[src/rtl/sdram_port_ctrl.sv]
// Single-outstanding Avalon-MM master that turns one-cycle read/write pulses into
// bus transactions, with sticky error/timeout flags and registered outputs.
module sdram_port_ctrl #(
  parameter int ADDR_W  = 25,
  parameter int DATA_W  = 32,
  parameter int TIMEOUT = 255
) (
  input  logic              clk,
  input  logic              rst,
  input  logic              read_en_sdram,
  input  logic              write_en_sdram,
  input  logic [ADDR_W-1:0] addr_in,
  input  logic [DATA_W-1:0] wdata_in,
  input  logic              clear_error,
  output logic [ADDR_W-1:0] avm_address,
  output logic              avm_read,
  output logic              avm_write,
  output logic [DATA_W-1:0] avm_writedata,
  input  logic              avm_waitrequest,
  input  logic [DATA_W-1:0] avm_readdata,
  input  logic              avm_readdatavalid,
  output logic              dataRead_sdram,
  output logic              dataWritten_sdram,
  output logic [DATA_W-1:0] rdata_out,
  output logic              busy,
  output logic              req_error,
  output logic              timeout_flag,
  output logic [1:0]        dbg_state_o
);

  // Handshake: a command is held on avm_* while avm_waitrequest=1 and is
  // accepted at the first rising edge that samples avm_waitrequest=0.
  typedef enum logic [1:0] {IDLE = 2'd0, RD_REQ = 2'd1, RD_WAIT = 2'd2, WR_REQ = 2'd3} state_t;

  localparam logic [7:0] TO_LAST = 8'(TIMEOUT - 1);

  state_t              state_q, state_d;
  logic [ADDR_W-1:0]   addr_q, addr_d;
  logic [DATA_W-1:0]   wdata_q, wdata_d;
  logic [DATA_W-1:0]   rdata_q, rdata_d;
  logic [7:0]          cnt_q, cnt_d;
  logic                rd_q, rd_d;
  logic                wr_q, wr_d;
  logic                drd_q, drd_d;
  logic                dwr_q, dwr_d;
  logic                busy_q, busy_d;
  logic                rerr_q, rerr_d;
  logic                to_q, to_d;
  logic                err_set, to_set;

  always_ff @(posedge clk or posedge rst) begin
    if (rst) begin
      state_q <= IDLE;
      addr_q  <= '0;
      wdata_q <= '0;
      rdata_q <= '0;
      cnt_q   <= '0;
      rd_q    <= 1'b0;
      wr_q    <= 1'b0;
      drd_q   <= 1'b0;
      dwr_q   <= 1'b0;
      busy_q  <= 1'b0;
      rerr_q  <= 1'b0;
      to_q    <= 1'b0;
    end else begin
      state_q <= state_d;
      addr_q  <= addr_d;
      wdata_q <= wdata_d;
      rdata_q <= rdata_d;
      cnt_q   <= cnt_d;
      rd_q    <= rd_d;
      wr_q    <= wr_d;
      drd_q   <= drd_d;
      dwr_q   <= dwr_d;
      busy_q  <= busy_d;
      rerr_q  <= rerr_d;
      to_q    <= to_d;
    end
  end

  always_comb begin
    state_d = state_q;
    case (state_q)
      IDLE: begin
        if (read_en_sdram)       state_d = RD_REQ;
        else if (write_en_sdram) state_d = WR_REQ;
      end
      RD_REQ: begin
        if (!avm_waitrequest) state_d = avm_readdatavalid ? IDLE : RD_WAIT;
      end
      RD_WAIT: begin
        if (avm_readdatavalid || cnt_q == TO_LAST) state_d = IDLE;
      end
      WR_REQ: begin
        if (!avm_waitrequest) state_d = IDLE;
      end
      default: state_d = IDLE;
    endcase
  end

  always_comb begin
    addr_d  = addr_q;
    wdata_d = wdata_q;
    rdata_d = rdata_q;
    cnt_d   = cnt_q;
    drd_d   = 1'b0;
    dwr_d   = 1'b0;
    err_set = 1'b0;
    to_set  = 1'b0;
    case (state_q)
      IDLE: begin
        err_set = read_en_sdram & write_en_sdram;
        if (read_en_sdram) begin
          addr_d = addr_in;
        end else if (write_en_sdram) begin
          addr_d  = addr_in;
          wdata_d = wdata_in;
        end
      end
      RD_REQ: begin
        err_set = read_en_sdram | write_en_sdram;
        if (!avm_waitrequest) begin
          cnt_d = '0;
          if (avm_readdatavalid) begin
            rdata_d = avm_readdata;
            drd_d   = 1'b1;
          end
        end
      end
      RD_WAIT: begin
        err_set = read_en_sdram | write_en_sdram;
        if (avm_readdatavalid) begin
          rdata_d = avm_readdata;
          drd_d   = 1'b1;
        end else if (cnt_q == TO_LAST) begin
          to_set = 1'b1;
        end else begin
          cnt_d = cnt_q + 8'd1;
        end
      end
      WR_REQ: begin
        err_set = read_en_sdram | write_en_sdram;
        if (!avm_waitrequest) dwr_d = 1'b1;
      end
      default: ;
    endcase
    // Commands and busy follow the state being entered so they stay registered.
    rd_d   = (state_d == RD_REQ);
    wr_d   = (state_d == WR_REQ);
    busy_d = (state_d != IDLE);
    rerr_d = err_set | (rerr_q & ~clear_error);
    to_d   = to_set  | (to_q   & ~clear_error);
  end

  assign avm_address       = addr_q;
  assign avm_writedata     = wdata_q;
  assign avm_read          = rd_q;
  assign avm_write         = wr_q;
  assign dataRead_sdram    = drd_q;
  assign dataWritten_sdram = dwr_q;
  assign rdata_out         = rdata_q;
  assign busy              = busy_q;
  assign req_error         = rerr_q;
  assign timeout_flag      = to_q;
  assign dbg_state_o       = state_q;

endmodule

[config.mk]
export PLATFORM = sky130hd
export DESIGN_NAME = sdram_port_ctrl
export DESIGN_NICKNAME = d
export VERILOG_FILES = /design/src/rtl/sdram_port_ctrl.sv
export SDC_FILE = /design/constraint.sdc
export NUM_CORES = 1
export LEC_CHECK = 0
export ABC_AREA = 1
export CORE_MARGIN = 1.5
export CORE_UTILIZATION = 44
export CTS_BUF_LIST = sky130_fd_sc_hd__clkbuf_4 sky130_fd_sc_hd__clkbuf_8
export CTS_CLUSTER_DIAMETER = 80
export DETAILED_ROUTE_END_ITERATION = 6
export HOLD_SLACK_MARGIN = 0.12
export PLACE_DENSITY = 0.85
export SLEW_MARGIN = 20
export SYNTH_ARGS = -nofsm -noshare
export SYNTH_HDL_FRONTEND = slang
export SYNTH_SLANG_ARGS = --single-unit
[constraint.sdc]
create_clock -name clk -period 3.91 [get_ports clk]
set_input_delay 0.782 -clock clk [delete_from_list [all_inputs] [get_ports clk]]
set_output_delay 0.782 -clock clk [all_outputs]
set_load 0.1 [all_outputs]
Word-level counts from Yosys, hierarchy flattened:

Cells that the tools add are included.

* flip-flop bits (word level): 106
* output and inout bits: 98
* logic and storage cells: 65

* add/subtract/negate cells: 1
* equality and inequality tests: 9
* muxes and demuxes: 25
* bitwise gates (word level): 8
* reduce and logical (&&, ||, !) cells: 10

Operators by type and width (number)
* $mux W32: 2
* $pmux W32 S2: 1
* $mux W25: 2
* $mux W8: 3
* $pmux W8 S2: 1
* $mux W2: 6
* $add A8 B1 Y8 const B: 1
* $eq A8 B8 Y1 const B: 1
* $pmux W2 S4: 1
* $mux W1: 7
* $eq A2 B2 Y1 const B: 3
* $ne A2 B2 Y1 const B: 3
* $reduce_bool A2 Y1: 3
* $eq A2 B1 Y1 const B: 2
* $pmux W1 S2: 2
* $reduce_and A2 Y1: 2
* $reduce_and A4 Y1: 1
* $and A1 B1 Y1: 3
* $or A1 B1 Y1: 3
* $reduce_and A3 Y1: 1
* $reduce_or A3 Y1: 1
* $logic_not A2 Y1: 1
* $not A1 Y1: 2
* $logic_or A1 B1 Y1: 1

Longest topological paths before layout:

* word-level depth: 5
* depth in mapped cells: 12
* gate-level depth less buffers: 12

Worst setup path before layout:

No wires, ideal clock.

* kind: register to register
* start: register state_q[0] (netlist: dbg_state_o[0])
* end: register rdata_q[10] (netlist: rdata_out[10])
* arrival time: 2.300 ns
* path slack: 1.485 ns
* stages on the path, launching flop included: 9
* buffers on the path: 2
* path through: dfrtp_1 -> inv_1 -> ha_1 -> buf_6 -> o21ai_4 -> inv_2 -> nand2_4 -> buf_12 -> mux2_4

* word-level cells in the longest chain between the ends: 3
* elaborated cells between the ends (all ways): 6
* classes of those cells: 3 x eq/ne; 1 x mux; 2 x reduce/logical

Ends and longest elaborated chain
* from (decl): RTL line 37 `state_t state_q, state_d;`
* from (signal assigned): RTL line 66 `state_q <= state_d;`
* $eq A2 B1 Y1 or $eq A2 B2 Y1 (tied branches): RTL line 110 `case (state_q)`
* $ne A2 B2 Y1 (no source line) or $reduce_bool A2 Y1 (tied branches)
* $reduce_and A2 Y1 (no source line)
* to (signal assigned): RTL line 69 `rdata_q <= rdata_d;`
* to (decl): RTL line 40 `logic [DATA_W-1:0] rdata_q, rdata_d;`

Several ways; a longest one is shown, not always the timed one.
A chain may end at the register's enable or synchronous reset.

Worst setup path after layout:

* start: register state_q[1] (netlist: dbg_state_o[1])
* end: output port dbg_state_o[1]

RTL lines
* to (decl): RTL line 28 `output logic [1:0] dbg_state_o`

No word-level cell between the ends.

==> out/metrics.cfg <==
[outcome]
status = complete, no violations

[clock_tree]
cts_tree = built
h-tree-depth = 3
cts.sinks = 106
cts_resized = 0
cts_setup_buffers = 0
clk_latency_ps = 380
clk_pin_slew_worst_paths_ps = 100
cts_root_buf = clkbuf_8
cts_hold_buf = 0
cts_buffer_depth = 2
cts_buffers = 9

[setup_path]
critPathArrivalTime_ps = 2010
end_kind = primary output
crit_chain = clkdlybuf4s50_1
crit_fanout = 6
critical_path_class = flop to primary output
r2r_start = dbg_state_o[1]$_DFF_PP0_
reg2regPathDepth = 6
crit_required_ps = 3130
crit_slowest_cell = clkdlybuf4s50_1
crit_family = buffers and inverters
reg2reg_to = avm_writedata[31]$_DFFE_PP0P_
r2r_slack_ps = 1580
max_stage_delay_ps = 1180
start_kind = flop
path_buf_inv = 1

[detailed_routing]
wl_per_cell_um = 16.9
vias = 3324
viasPerCell = 4.86
ant_nets = 0
wl_um = 11500
drtIter0Drc = 159
firstDrtPassIters = 4
route.detailed.drc = 0

[placement]
place_ws_ps = 1070
hpwlAfterDp_um = 8400
place_congestion = 0.747
io_buffer_count = 193

[final_layout]
area_growth_pct = 48.1
antenna_cells = 0
fillers = 746
final_nets = 648
drive_gt1_frac = 0.185

[synthesis]
ys_top_cells_by_count = dfrtp_1 (106), nand2_1 (94), mux2_4 (60)
synth_edf_count = 0
synth.distinct_cells = 31
yosys_warnings = 0
yosys.area.top_type = dfrtp_1
ys_seq_area_frac = 0.582
yosys-top-cells-area = dfrtp_1 (58%), mux2_4 (20%), nand2_1 (7.7%), ha_1 (1.6%), buf_12 (1.3%)
synth-seq-cells = 106
ys_async_sr_fraction = 1.00
syn_area_per_cell_um2 = 13.0
yosys.area.top_type_share = 0.582
post-synth-top-count-cell = dfrtp_1
syn-num-nets = 453
synth_ff_type = dfrtp_1
syn_area_um2 = 4560
synthesis.instances = 351

[floorplanning]
initial_core_util = 0.460
core_area_um2 = 9910
die_x_um = 105
dieArea_um2 = 11000
ioPinCount = 194
row_count = 36
die_y_um = 105

[timing]
fmax_ghz = 0.358
tns_ps = 0
hold_viol_final = 0
finalSetupViolations = 0
final_max_slew_viol_count = 0
fin_worst_skew_ps = 12.3
min_period_over_period = 0.715
worstMarginPinSlew_ps = 1090
final.setup.worst_slack_ps = 1110
holdWs_ps = 486
period_needed_ps = 2800
relSlewSlack = 0.271
grt_setup_unrepaired = no

[run]
drv_cap = 0

[global_routing]
grt_usage = 0.218
grt_overflow = 0
antenna_found_initial = 0
grt_pass1_vias = 3423
grt_pass1_wl_um = 18300
grt_start_max_net_pins = 107

[hold_path]
min_path_cells = 2
hold_class = flop to flop
holdPathEnd = avm_address[13]$_DFFE_PP0P_
min_from = avm_address[13]$_DFFE_PP0P_

==> worst max-delay path by stage <==
stage                                   startpoint  cells past startpoint                             to  slack (ps)
after floorplan                                rst                      1     avm_address[0]$_DFFE_PP0P_         340
after global placement               read_en_sdram                      4  avm_writedata[30]$_DFFE_PP0P_        1190
after detailed placement             read_en_sdram                      4  avm_writedata[31]$_DFFE_PP0P_        1070
after CTS                 dbg_state_o[0]$_DFF_PP0_                      1                 dbg_state_o[0]        1100
after global routing      dbg_state_o[0]$_DFF_PP0_                      1                 dbg_state_o[0]        1060
final                     dbg_state_o[1]$_DFF_PP0_                      1                 dbg_state_o[1]        1110
==> flip-flops by register name, indices dropped and copies added (netlist names) <==
register / cells
cnt_q: 8
avm_read: 1
req_error: 1
busy: 1
dbg_state_o: 2
avm_write: 1
dataRead_sdram: 1
avm_address: 25
timeout_flag: 1
avm_writedata: 32
rdata_out: 32
dataWritten_sdram: 1
==> kinds of logic after synthesis <==
kind of cell	Yosys count	share of synthesized area
AND/OR/NAND/NOR	123	0.114
flip-flops	106	0.582
multiplexers	64	0.207
buffers and inverters	30	0.0431
AO/OA/AOI/OAI	18	0.0294
adder cells (fa/ha/maj)	6	0.0165
XOR/XNOR	4	0.00768
==> per-stage QoR <==
stage | utilization | cell area, um^2 | instances
final | 0.681 | 6750 | 684
after global routing | 0.681 | 6750 | 684
after CTS | 0.681 | 6750 | 684
after detailed placement | 0.662 | 6560 | 668
after global placement | 0.662 | 6560 | 668
after floorplan | - | 4560 | 351
==> layer usage <==
layer  part of all wire  wire length, um  GRT usage
met1               0.39             4550      0.243
met2               0.52             5990      0.385
met3              0.063              729     0.0680
met4              0.023              270     0.0841
met5                  0                0          0
==> cells in the final DEF (no fill, tap or decap), types with 5 or more instances in the layout <==
master / count
clkbuf_8: 12
clkdlybuf4s50_1: 193
dfrtp_1: 106
ha_1: 6
inv_1: 13
inv_2: 5
mux2_4: 60
nand2_1: 94
nand2_2: 7
nand3_1: 10
nor2_1: 6
o21ai_0: 5
==> area by class of cell <==
| cell class | instances | area, um^2 | area share |
|---|---|---|---|
| Multi-Input combinational cell | 215 | 1710 | 0.253 |
| Sequential cell | 106 | 2650 | 0.393 |
| Tap cell | 133 | 166 | 0.0246 |
| Timing Repair Buffer | 195 | 1960 | 0.290 |
| Clock buffer | 12 | 165 | 0.0245 |
| Inverter | 19 | 73.8 | 0.0109 |
| Clock inverter | 4 | 25.0 | 0.00371 |
Power is not shown: default switching activity piles up to over one toggle a cycle in this logic, so the estimate is an artifact.
